==> src/rtl/lag_meter_if.sv <==
// Measurement bus for lag_meter: gate/feedback inputs and the published shift with its strobes.
interface lag_meter_if #(
  parameter int unsigned W = 8
);
  logic         en;
  logic         sgn;
  logic         fb;
  logic [W-1:0] shift;
  logic         shift_valid;
  logic         timeout;
  logic         overrun;

  modport master (
    output en, sgn, fb,
    input  shift, shift_valid, timeout, overrun
  );

  modport slave (
    input  en, sgn, fb,
    output shift, shift_valid, timeout, overrun
  );
endinterface

==> src/rtl/lag_meter.sv <==
// Measures the delay from a sgn edge to the matching fb edge and publishes the average of
// 2^AVG_LOG2 samples as a shift value with a one-cycle strobe.
module lag_meter #(
  parameter int unsigned CNT_MAX  = 255,
  parameter int unsigned AVG_LOG2 = 2
) (
  input  logic      clk,
  input  logic      rst,
  lag_meter_if.slave bus
);
  localparam int unsigned W  = $clog2(CNT_MAX + 1);
  localparam int unsigned AW = W + AVG_LOG2;
  localparam logic [W-1:0] CntMax = W'(CNT_MAX);
  localparam logic [AVG_LOG2:0] IdxLast = (AVG_LOG2 + 1)'((1 << AVG_LOG2) - 1);

  typedef enum logic [1:0] {StIdle, StArmed, StCount, StAccum} state_e;

  state_e            state_q;
  logic              sgn_q;
  logic              fb_s1_q, fb_s2_q, fb_s3_q;
  logic              target_q;
  logic              pend_q;
  logic [W-1:0]      cnt_q;
  logic [W-1:0]      sample_q;
  logic [AW-1:0]     acc_q;
  logic [AVG_LOG2:0] idx_q;
  logic [W-1:0]      shift_q;
  logic              valid_q, timeout_q, overrun_q;

  logic          sgn_edge, fb_edge, fb_match;
  logic [W-1:0]  sample_d;
  logic [AW-1:0] acc_sum;
  logic [W-1:0]  shift_d;

  // Edge-detect pipelines are not reset so a held level never looks like an edge after reset.
  always_ff @(posedge clk) begin
    sgn_q   <= bus.sgn;
    fb_s1_q <= bus.fb;
    fb_s2_q <= fb_s1_q;
    fb_s3_q <= fb_s2_q;
  end

  always_comb begin
    sgn_edge = bus.sgn != sgn_q;
    fb_edge  = fb_s2_q != fb_s3_q;
    fb_match = fb_edge && (fb_s2_q == target_q);
    // Counter runs one ahead of the raw lag; the extra synchronizer cycle is removed here.
    sample_d = (cnt_q == '0) ? '0 : cnt_q - W'(1);
    acc_sum  = acc_q + AW'(sample_q);
    shift_d  = W'(acc_sum >> AVG_LOG2);
  end

  always_ff @(posedge clk) begin
    if (rst) begin
      state_q   <= StIdle;
      target_q  <= 1'b0;
      pend_q    <= 1'b0;
      cnt_q     <= '0;
      sample_q  <= '0;
      acc_q     <= '0;
      idx_q     <= '0;
      shift_q   <= '0;
      valid_q   <= 1'b0;
      timeout_q <= 1'b0;
      overrun_q <= 1'b0;
    end else begin
      valid_q   <= 1'b0;
      timeout_q <= 1'b0;
      overrun_q <= 1'b0;
      if (!bus.en) begin
        state_q <= StIdle;
        cnt_q   <= '0;
        acc_q   <= '0;
        idx_q   <= '0;
        pend_q  <= 1'b0;
      end else begin
        unique case (state_q)
          StIdle: begin
            cnt_q   <= '0;
            state_q <= StArmed;
          end
          StArmed: begin
            if (sgn_edge) begin
              cnt_q    <= '0;
              target_q <= bus.sgn;
              state_q  <= StCount;
            end
          end
          StCount: begin
            if (fb_match) begin
              sample_q <= sample_d;
              state_q  <= StAccum;
              // A coincident sgn edge is replayed from ACCUM with the count it would have had.
              if (sgn_edge) begin
                pend_q   <= 1'b1;
                target_q <= bus.sgn;
              end
            end else if (cnt_q == CntMax) begin
              timeout_q <= 1'b1;
              state_q   <= StArmed;
            end else if (sgn_edge) begin
              overrun_q <= 1'b1;
              cnt_q     <= '0;
              target_q  <= bus.sgn;
            end else begin
              cnt_q <= cnt_q + W'(1);
            end
          end
          StAccum: begin
            if (idx_q == IdxLast) begin
              shift_q <= shift_d;
              valid_q <= 1'b1;
              acc_q   <= '0;
              idx_q   <= '0;
            end else begin
              acc_q <= acc_sum;
              idx_q <= idx_q + 1'b1;
            end
            pend_q <= 1'b0;
            if (sgn_edge) begin
              cnt_q    <= '0;
              target_q <= bus.sgn;
              state_q  <= StCount;
            end else if (pend_q) begin
              cnt_q   <= W'(1);
              state_q <= StCount;
            end else begin
              state_q <= StArmed;
            end
          end
        endcase
      end
    end
  end

  assign bus.shift       = shift_q;
  assign bus.shift_valid = valid_q;
  assign bus.timeout     = timeout_q;
  assign bus.overrun     = overrun_q;
endmodule

==> src/flat_wrapper.sv <==
// flat-port wrapper written by rule: the top's interface ports become plain ports
module lag_meter_flat 
#(
  parameter int unsigned CNT_MAX  = 255,
  parameter int unsigned AVG_LOG2 = 2
)
  (clk, rst, bus_en, bus_sgn, bus_fb, bus_shift, bus_shift_valid, bus_timeout, bus_overrun);
  lag_meter_if #(.W((8))) bus_i ();
  input  logic clk;
  input  logic rst;
  input wire logic [$bits(bus_i.en)-1:0] bus_en;
  input wire logic [$bits(bus_i.sgn)-1:0] bus_sgn;
  input wire logic [$bits(bus_i.fb)-1:0] bus_fb;
  output wire logic [$bits(bus_i.shift)-1:0] bus_shift;
  output wire logic [$bits(bus_i.shift_valid)-1:0] bus_shift_valid;
  output wire logic [$bits(bus_i.timeout)-1:0] bus_timeout;
  output wire logic [$bits(bus_i.overrun)-1:0] bus_overrun;
  assign bus_i.en = bus_en;
  assign bus_i.sgn = bus_sgn;
  assign bus_i.fb = bus_fb;
  assign bus_shift = bus_i.shift;
  assign bus_shift_valid = bus_i.shift_valid;
  assign bus_timeout = bus_i.timeout;
  assign bus_overrun = bus_i.overrun;
  lag_meter #(.CNT_MAX(CNT_MAX), .AVG_LOG2(AVG_LOG2)) u_core (.clk(clk), .rst(rst), .bus(bus_i));
endmodule
==> config.mk <==
export PLATFORM = sky130hd
export DESIGN_NAME = lag_meter_flat
export DESIGN_NICKNAME = d
export VERILOG_FILES = /design/src/rtl/lag_meter_if.sv /design/src/rtl/lag_meter.sv /design/src/flat_wrapper.sv
export SDC_FILE = /design/constraint.sdc
export NUM_CORES = 1
export LEC_CHECK = 0
export BUFFER_PORTS_ARGS = -buffer_cell sky130_fd_sc_hd__buf_2
export CAP_MARGIN = 20
export CORE_MARGIN = 3
export CORE_UTILIZATION = 45
export CTS_CLUSTER_DIAMETER = 80
export CTS_CLUSTER_SIZE = 40
export DETAILED_ROUTE_END_ITERATION = 8
export GPL_TIMING_DRIVEN = 0
export PLACE_DENSITY = 0.62
export SLEW_MARGIN = 15
export SYNTH_ARGS = -nofsm -noshare
export SYNTH_HDL_FRONTEND = slang
export SYNTH_SLANG_ARGS = --single-unit
==> constraint.sdc <==
create_clock -name clk -period 1.9 [get_ports clk]
set_clock_uncertainty 0.05 [all_clocks]
set_input_delay 0 -clock clk [delete_from_list [all_inputs] [get_ports clk]]
set_output_delay 0 -clock clk [all_outputs]
set_load 0.02 [all_outputs]
* Word-level counts from Yosys, hierarchy flattened
Cells that the tools add are included.
** Operators by class
- Bitwise gates (word level) :: 3
- Add/sub/neg operators :: 4
- Reductions and logical operators :: 16
- Equality and inequality tests :: 16
- Muxes and demuxes :: 26
** Operators by type and width (number)
- $mux W8 :: 7
- $pmux W8 S4 :: 1
- $reduce_and A3 Y1 :: 4
- $add A10 B8 Y10 :: 1
- $mux W10 :: 1
- $mux W2 :: 5
- $add A8 B1 Y8 const B :: 1
- $eq A8 B8 Y1 const B :: 1
- $logic_not A8 Y1 :: 1
- $mux W1 :: 8
- $pmux W2 S4 :: 1
- $sub A8 B1 Y8 const B :: 1
- $ne A2 B1 Y1 const B :: 3
- $ne A3 B1 Y1 const B :: 2
- $reduce_or A5 Y1 :: 1
- $eq A2 B2 Y1 const B :: 2
- $ne A2 B2 Y1 const B :: 2
- $pmux W1 S2 :: 2
- $reduce_and A4 Y1 :: 1
- $reduce_bool A2 Y1 :: 2
- $reduce_or A2 Y1 :: 2
- $reduce_or A4 Y1 :: 1
- $add A3 B1 Y3 const B :: 1
- $eq A3 B2 Y1 const B :: 1
- other kinds (10) :: 13
** Storage, ports and cells
- Register bits after elaboration :: 48
- Output and inout port bits :: 11
- Input port bits :: 5

* Longest topological paths before layout
Gate-level depths: netlist of run 1.
- Word-level depth :: 5
- Mapped depth :: 7
- Mapped depth without buffers :: 7

* Least setup slack after synthesis of run 1
Ideal clock, no wire load.
- Path type :: flip-flop to flip-flop
- Start :: register u_core.acc_q[0]
- End :: register u_core.shift_q[6], in the netlist u_core.bus.shift[6]
- Data arrival time :: 1863 ps
- Data required time :: 1733 ps
- Stages on the path, launching flop included :: 8
- Path slack :: -130 ps
- Setup time :: 117 ps
- Cell sequence :: dfxtp_1 ha_1 fa_1 a211oi_1 o21ai_0 a31oi_1 xnor2_1 a22o_1
** On the way
- Cells in the longest elaborated chain, start to end :: 1
** RTL lines
- start: declaration :: line lag_meter.sv:25 : logic [AW-1:0] acc_q;
- start signal: assignment :: line lag_meter.sv:116 : acc_q <= acc_sum;
- $add A10 B8 Y10 :: line lag_meter.sv:49 : acc_sum = acc_q + AW'(sample_q);
- end signal: assignment :: line lag_meter.sv:111 : shift_q <= shift_d;
- end: declaration :: line lag_meter.sv:27 : logic [W-1:0] shift_q;
No other way between the ends.
A chain may end at the register's enable or synchronous reset.

* Worst setup path in the final report of run 1
- Start :: register u_core.sample_q[0]
- End :: register u_core.shift_q[6], in the netlist u_core.bus.shift[6]
** On the way
- Cells in the longest elaborated chain, start to end :: 1
** RTL lines
- start: declaration :: line lag_meter.sv:24 : logic [W-1:0] sample_q;
- start signal: assignment :: line lag_meter.sv:91 : sample_q <= sample_d;
- $add A10 B8 Y10 :: line lag_meter.sv:49
No other way between the ends.

==> metrics.md, run 1 <==
| Metric | Value |
|---|---|
| I/O Buffers | `15` |
| Final nets | `312` |
| Post-synthesis sequential area ratio | `39.98%` |
| Worst path depth | `7` |
| Simple-Gate Fraction of Synth Area | `19.94%` |
| Switching Fraction | `20.53%` |
| Setup violations, final | `1` |
| Diodes inserted | `0` |
| Dpl hpwl | `3.769 mm` |
| Multi-input gate area | `1506 um2` |
| First-pass GRT wire length | `9.266 mm` |
| CP Cell Sequence | `ha_4 -> fa_2 -> a211oi_4 -> o21ai_2 -> a31oi_4 -> xnor2_1 -> a22o_1` |
| DRC | `0` |
| Reg2Reg Setup Slack | `-0.009 ns` |
| Critical Path End Type | `register` |
| Synth Area in Adders | `7.080%` |
| Starting DRT DRC Count | `74` |
| Sequential power share | `51.7%` |
| Routed vias/inst | `5.521` |
| Max Slew Vio Count | `0` |
| Vias after detailed routing | `1993` |
| Total net switching power | `403.4 uW` |
| Synth Area in Compound Gates | `22.28%` |
| Starting Density | `48.63%` |
| Xor and xnor area share after synthesis | `5.049%` |
| Worst Slack Setup Final | `-0.009033 ns` |
| Commonest non-fill, non-tap cells in the layout | `40 x dfxtp_1, 32 x nor2_1, 15 x a21oi_1, 15 x buf_2, 13 x nand2_1` |
| CTS tree | `yes` |
| Cells after Synth | `261` |
| Worst-Margin Slew | `0.5316 ns` |
| Die ar. | `6254 um2` |
| Main combinational cell family by area after synthesis | `compound AO/OA/AOI/OAI gates` |
| DR WL/cell | `14.94 um` |
| Mapped Avg Cell Area | `9.209 um2` |
| Initial antenna violation count | `0` |
| Async SR Flop Fraction | `0%` |
| CTS sink cnt | `48` |
| EDFF count, synth | `0` |
| Syn Std Cell Area | `2404 um2` |
| Max Clk Rate | `0.5238 GHz` |
| Tcrit/Tclk final | `100.5%` |
| Synth Net Count | `279` |
| Worst setup SP type | `register` |
| Share of post-route cells with drive strength above 1 | `25.85%` |
| Seq. cell area | `975.9 um2` |
| Die H | `79.09 um` |
| Hold Path Origin | `bus_en` |
| Slew HR | `64.48%` |
| Comb power frac | `4.6%` |
| Die width | `79.09 um` |
| Worst hold-check path type | `primary input to register` |
| Kind of critical path | `register to register` |
| Fin Setup TNS | `-0.009033 ns` |
| Drt pass-1 iters | `4` |
| Core area | `4942 um2` |
| Final Hold Vio Count | `0` |
| Max incr delay on CP | `0.37 ns` |
| Antenna viol nets, final | `0` |
| Crit-path max FO | `3` |
| Multiplexer share of the synthesized area | `1.666%` |
| Data required, critical path | `2.05 ns` |
| Power Internal | `1562 uW` |
| Synth Register Bits | `48` |
| Clk pwr share | `43.6%` |
| CTS buffer count | `5` |
| Total GRT Usage | `18.85%` |
| Synth unique cells | `49` |
| Largest net degree at the start of global routing | `15` |
| Maxcap violations | `0` |
| Gr ovfl total | `0` |
| I/O pin count | `16` |
| Reg2reg start | `u_core.sample_q[0]$_SDFFE_PP0P_` |
| Worst slack at placement | `-0.1724 ns` |
| Critical Path AT | `2.06 ns` |
| Main synth FF type | `dfxtp_1` |
| CP Launch Point | `u_core.sample_q[0]$_SDFFE_PP0P_` |
| Max clock buf depth | `2` |
| Fin crit period | `1.909 ns` |
| Top cell family by delay on the critical path | `compound AO/OA/AOI/OAI gates` |
| Run status | `finished with violations` |
| R2r worst-path depth | `7` |
| Placer Congestion | `0.8902` |
| Clock latency on the worst-skew pair | `0.30 ns` |
| Post-Route Utilization | `59.77%` |
| Peak VDD IR | `0.4070 mV` |
| Failing checks | `negative setup slack` |
| Pwr dens | `665.3 nW/um2` |
| Worst-path clk slew | `0.09 ns` |
| CTS root buf | `clkbuf_8` |
| Drt total wl | `5.394 mm` |
| Critical path's slowest cell | `fa_2` |
| Commonest non-fill, non-tap cell in the layout | `dfxtp_1` |
| Tot Pwr | `1965 uW` |
| Num rows | `25` |
| CTS H-tree lvls | `2` |
| Filler instances | `455` |
| Worst Hold Path Cells | `3` |
| CP Buf/Inv Count | `0` |
| Area growth from synthesis to layout | `22.90%` |
| Number of global-route vias before repair | `1919` |
| RSZ-0062 raised after global routing | `true` |
| Yosys warnings | `0` |
| P_leak | `0.001198 uW` |
## layout make-up
class / instances / share of cell area (%)
inverters: 5 / 0.6353
well taps: 67 / 2.838
repair buffers: 27 / 5.845
clock inverters: 2 / 2.033
plain buffers: 8 / 2.287
clock buffers: 5 / 2.330
flip-flops and latches: 48 / 33.04
multi-input cells: 199 / 51.00
## per-layer routing
metal  up-vias  share of wire [%]  GRT usage (%)
li1       1027                  -              -
met1       922                 49          24.82
met2        35                 47          30.13
met3         9                2.8          4.308
met4         0                1.7          6.873
met5         -                  0              0
## Yosys cell counts, types with 2 or more instances
cell type / number / area share [%]
clkbuf_1: 3 / 0.47
a22o_1: 9 / 3.3
or3_1: 3 / 0.78
buf_6: 4 / 1.9
a21oi_1: 18 / 3.7
o31ai_1: 6 / 1.9
a31oi_1: 5 / 1.3
nand3_1: 5 / 1.0
nor3_1: 9 / 1.9
xnor2_1: 5 / 1.8
dfxtp_1: 48 / 40
a211oi_1: 6 / 1.9
nand2_1: 13 / 2.0
inv_1: 5 / 0.78
a21o_1: 4 / 1.2
and3_1: 3 / 0.78
o211ai_1: 3 / 0.94
ha_1: 12 / 6.2
a22oi_1: 12 / 3.7
mux2i_1: 4 / 1.7
o21ai_0: 8 / 1.7
nand4_1: 4 / 1.0
nor4_1: 2 / 0.52
nor2_1: 34 / 5.3
nand2b_1: 4 / 1.0
nor2b_1: 3 / 0.78
xor2_1: 7 / 2.6
## logic make-up after synthesis
| group | count (synthesis) |
|---|---|
| compound gates | 78 |
| xor+xnor | 13 |
| fa+ha+maj | 13 |
| buf+inv | 14 |
| flops | 48 |
| mux | 4 |
| simple gates | 91 |
## state kept, by name, indices dropped and copies added (netlist names)
name / flops
u_core.state_q: 2
u_core.bus.shift: 8
u_core.sample_q: 8
u_core.idx_q: 3
u_core.target_q: 1
u_core.fb_s3_q: 1
u_core.bus.shift_valid: 1
u_core.bus.overrun: 1
u_core.fb_s2_q: 1
u_core.sgn_q: 1
u_core.acc_q: 10
u_core.bus.timeout: 1
u_core.fb_s1_q: 1
u_core.cnt_q: 8
u_core.pend_q: 1
## worst min-delay path, delay by kind of cell
family / cells / cell delay [ns]
and+or+nand+nor: 2 / 0.24
buffers and inverters: 1 / 0.14
## path summary, 6_finish.rpt
path	endpoint
worst max-delay path	u_core.bus.shift[6]$_SDFFE_PP0P_
worst min-delay path	u_core.bus.shift_valid$_SDFF_PP0_
worst max register to register	u_core.bus.shift[6]$_SDFFE_PP0P_
worst min register to register	u_core.fb_s2_q$_DFF_P_
## power by group through the flow
stage | Combinational, uW | Clock (uW) | Sequential [uW]
6_report | 90.9 | 858 | 1020
5_1_grt | 98.4 | 927 | 1020
4_1_cts | 87.9 | 881 | 1020
3_5_place_dp | 77.8 | 0 | 1040
3_3_place_gp | 78.0 | 0 | 1040
2_1_floorplan | 53.6 | 0 | 1040
## per-stage QoR
step / cell area (um2) / std cells / hold slack [ns]
after global routing: 2954 / 361 / 0.1059
after floorplan: 2417 / 261 / -0.02228
final: 2954 / 361 / 0.08510
after CTS: 2868 / 357 / 0.1114
after detailed placement: 2576 / 343 / 0.05440
after global placement: 2576 / 343 / 0.05272
## what timing repair did
action | 4_1_cts | 5_1_grt
setup buffers | 5 | 4
resized for setup | 19 | 19
cloned | 0 | 0
pin swaps | 16 | 4
endpoints found under the setup margin | 22 | 24
hold buffers | 3 | 0
hold endpoints to repair | 5 | 0
(Power assumes the default switching activity.)
==> inputs of run 2 (changes only) <==
--- a/config.mk
+++ b/config.mk
@@ -5,7 +5,7 @@
 export SDC_FILE = /design/constraint.sdc
 export NUM_CORES = 1
 export LEC_CHECK = 0
-export BUFFER_PORTS_ARGS = -buffer_cell sky130_fd_sc_hd__buf_2
+export BUFFER_PORTS_ARGS = -buffer_cell sky130_fd_sc_hd__buf_4
 export CAP_MARGIN = 20
 export CORE_MARGIN = 3
 export CORE_UTILIZATION = 45
==> constraint.sdc (replaced) <==
create_clock -name clk -period 1.55 [get_ports clk]
set_clock_uncertainty 0.05 [all_clocks]
set_input_delay 0 -clock clk [delete_from_list [all_inputs] [get_ports clk]]
set_output_delay 0 -clock clk [all_outputs]
set_load 0.02 [all_outputs]
==> metrics.md, run 2 (synthesis results as in run 1) <==
| Metric | Value |
|---|---|
| Run status | `finished with violations` |
| Failing checks | `negative setup slack` |
| Clock latency on the worst-skew pair | `0.31 ns (about the same)` |
| Crit Reg-Reg Endpoint | `u_core.bus.shift[6]$_SDFFE_PP0P_` |
| CTS root buf | `clkbuf_8` |
| Reg2reg start | `u_core.sample_q[0]$_SDFFE_PP0P_` |
| Drt total wl | `6.438 mm (+19%)` |
| Critical Path End Type | `register` |
| Worst-path clk slew | `0.09 ns (about the same)` |
| Max Slew Vio Count | `0 (unchanged)` |
| Max reg flops | `10 (unchanged)` |
| Commonest non-fill, non-tap cells in the layout | `35 x buf_4, 35 x dfxtp_1, 31 x nor2_1` |
| DRC | `0 (unchanged)` |
| R2r worst-path depth | `7 (unchanged)` |
| Worst Slack Setup Final | `-0.3975 ns (-0.3884 ns)` |
| P_leak | `0.001364 uW (+14%)` |
| DR WL/cell | `16.99 um (+14%)` |
| Final Hold Vio Count | `0 (unchanged)` |
| First-pass GRT wire length | `10.05 mm (+8.4%)` |
| Tcrit/Tclk final | `125.6% (+25 points)` |
| Final nets | `330 (+5.8%)` |
| Worst hold-check path type | `primary input to register` |
| Die width | `79.09 um (unchanged)` |
| Routed vias/inst | `5.747 (+4.1%)` |
| Slew HR | `62.68% (-1.8 points)` |
| Number of global-route vias before repair | `2076 (+8.2%)` |
| Initial antenna violation count | `0 (unchanged)` |
| Share of post-route cells with drive strength above 1 | `42.63% (+17 points)` |
| CTS tree | `yes` |
| Worst-Margin Slew | `0.5587 ns (+0.02706 ns)` |
| Maxcap violations | `0 (unchanged)` |
| Critical Path AT | `2.11 ns (+0.05 ns)` |
| I/O Buffers | `15 (unchanged)` |
| Starting DRT DRC Count | `117 (+58%)` |
| CTS sink cnt | `48 (unchanged)` |
| Num rows | `25 (unchanged)` |
| Drt pass-1 iters | `4 (unchanged)` |
| Pwr dens | `711.9 nW/um2 (+7.0%)` |
| Reg2Reg Setup Slack | `-0.40 ns (-0.39 ns)` |
| RSZ-0062 raised after global routing | `true` |
| Largest Register | `u_core.acc_q` |
| Die ar. | `6254 um2 (unchanged)` |
| CTS H-tree lvls | `2 (unchanged)` |
| Peak VDD IR | `0.5863 mV (+44%)` |
| Dpl cells | `343 (unchanged)` |
| Diodes inserted | `0 (unchanged)` |
| Finished Cell Area | `3421 um2 (+16%)` |
| Max clock buf depth | `2 (unchanged)` |
| Core area | `4942 um2 (unchanged)` |
| Total GRT Usage | `20.41% (+1.6 points)` |
| Post-DP Area | `2676 um2 (+3.9%)` |
| Die H | `79.09 um (unchanged)` |
| Kind of critical path | `register to register` |
| Vias after detailed routing | `2178 (+9.3%)` |
| Data required, critical path | `1.71 ns (-0.34 ns)` |
| Area growth from synthesis to layout | `42.32%` |
| Worst Hold Path Cells | `3 (unchanged)` |
| CTS buffer count | `5 (unchanged)` |
| Starting Density | `48.63% (unchanged)` |
| Post-Route Utilization | `69.22% (+9.4 points)` |
| Dpl hpwl | `3.847 mm (+2.1%)` |
| Crit-path max FO | `3 (unchanged)` |
| Fin Setup TNS | `-6.217 ns (-6.208 ns)` |
| Worst setup SP type | `register` |
| Fin crit period | `1.947 ns (+0.03842 ns)` |
| Worst slack at placement | `-0.5236 ns (-0.3512 ns)` |
| Non-filler cells, final | `379 (+5.0%)` |
| Gr ovfl total | `0 (unchanged)` |
| Hold Path Origin | `bus_sgn` |
| Setup violations, final | `32 (+31)` |
| WHS Endpoint | `u_core.bus.overrun$_SDFF_PP0_` |
| Antenna viol nets, final | `0 (unchanged)` |
| Largest net degree at the start of global routing | `15 (unchanged)` |
| Placer Congestion | `0.8858 (-0.49%)` |
| Max Clk Rate | `0.5135 GHz (-2.0%)` |
| I/O pin count | `16 (unchanged)` |
[run 2: power by group]
part | switching [uW] | internal, uW | total (uW)
registers | 8.91 | 1230 | 1240
clock network | 422 | 635 | 1060
logic | 82.1 | 53.0 | 135
total | 513 | 1920 | 2440
[run 2: metal layers]
metal	vias to the layer above	GRT usage [%]	wire length [um]
met4	0	7.216	108
met2	50	33.50	3237
met5	-	0	0
met1	1046	26.82	2882
met3	14	3.741	209
li1	1068	-	-
[run 2: worst max path at each step]
stage	cells past startpoint	from	slack, ns	to
2_1_floorplan	7	u_core.sample_q[0]$_SDFFE_PP0P_	-0.33	u_core.bus.shift[6]$_SDFFE_PP0P_
3_3_place_gp	7	u_core.sample_q[0]$_SDFFE_PP0P_	-0.52	u_core.bus.shift[6]$_SDFFE_PP0P_
3_5_place_dp	7	u_core.sample_q[0]$_SDFFE_PP0P_	-0.52	u_core.bus.shift[6]$_SDFFE_PP0P_
4_1_cts	7	u_core.sample_q[0]$_SDFFE_PP0P_	-0.42	u_core.bus.shift[6]$_SDFFE_PP0P_
5_1_grt	7	u_core.sample_q[0]$_SDFFE_PP0P_	-0.48	u_core.bus.shift[6]$_SDFFE_PP0P_
6_report	7	u_core.sample_q[0]$_SDFFE_PP0P_	-0.40	u_core.bus.shift[6]$_SDFFE_PP0P_
[run 2: critical path, stage by stage, from the launching register on]
cell      delay [ns]
dfxtp_2         0.34
ha_4            0.16
fa_2            0.37
a211oi_4        0.31
o21ai_2         0.10
a31oi_2         0.24
xnor2_1         0.11
a22o_1          0.18
[run 2: layout make-up]
cell class	instances	area (um2)
multi-input combinational	199	1742
tap	67	83.83
clock buffer	5	68.82
timing repair buffer	46	382.9
clock inverter	2	60.06
sequential	48	989.7
fill	390	1521
buffer	7	67.56
inverter	5	26.28
[run 2: repair_timing]
item	CTS	global route
hold endpoints to repair	6	0
setup endpoints to repair	34	35
hold buffers	3	0
setup buffers	17	13
gates resized for setup	56	35
pin swaps	31	25
[run 2: metrics by stage]
step,power (uW),hold slack (ns)
2_1_floorplan,1343,-0.02228
3_3_place_gp,1380,0.05511
3_5_place_dp,1378,0.05577
4_1_cts,2437,0.06819
5_1_grt,2507,0.08769
6_report,2435,0.09130
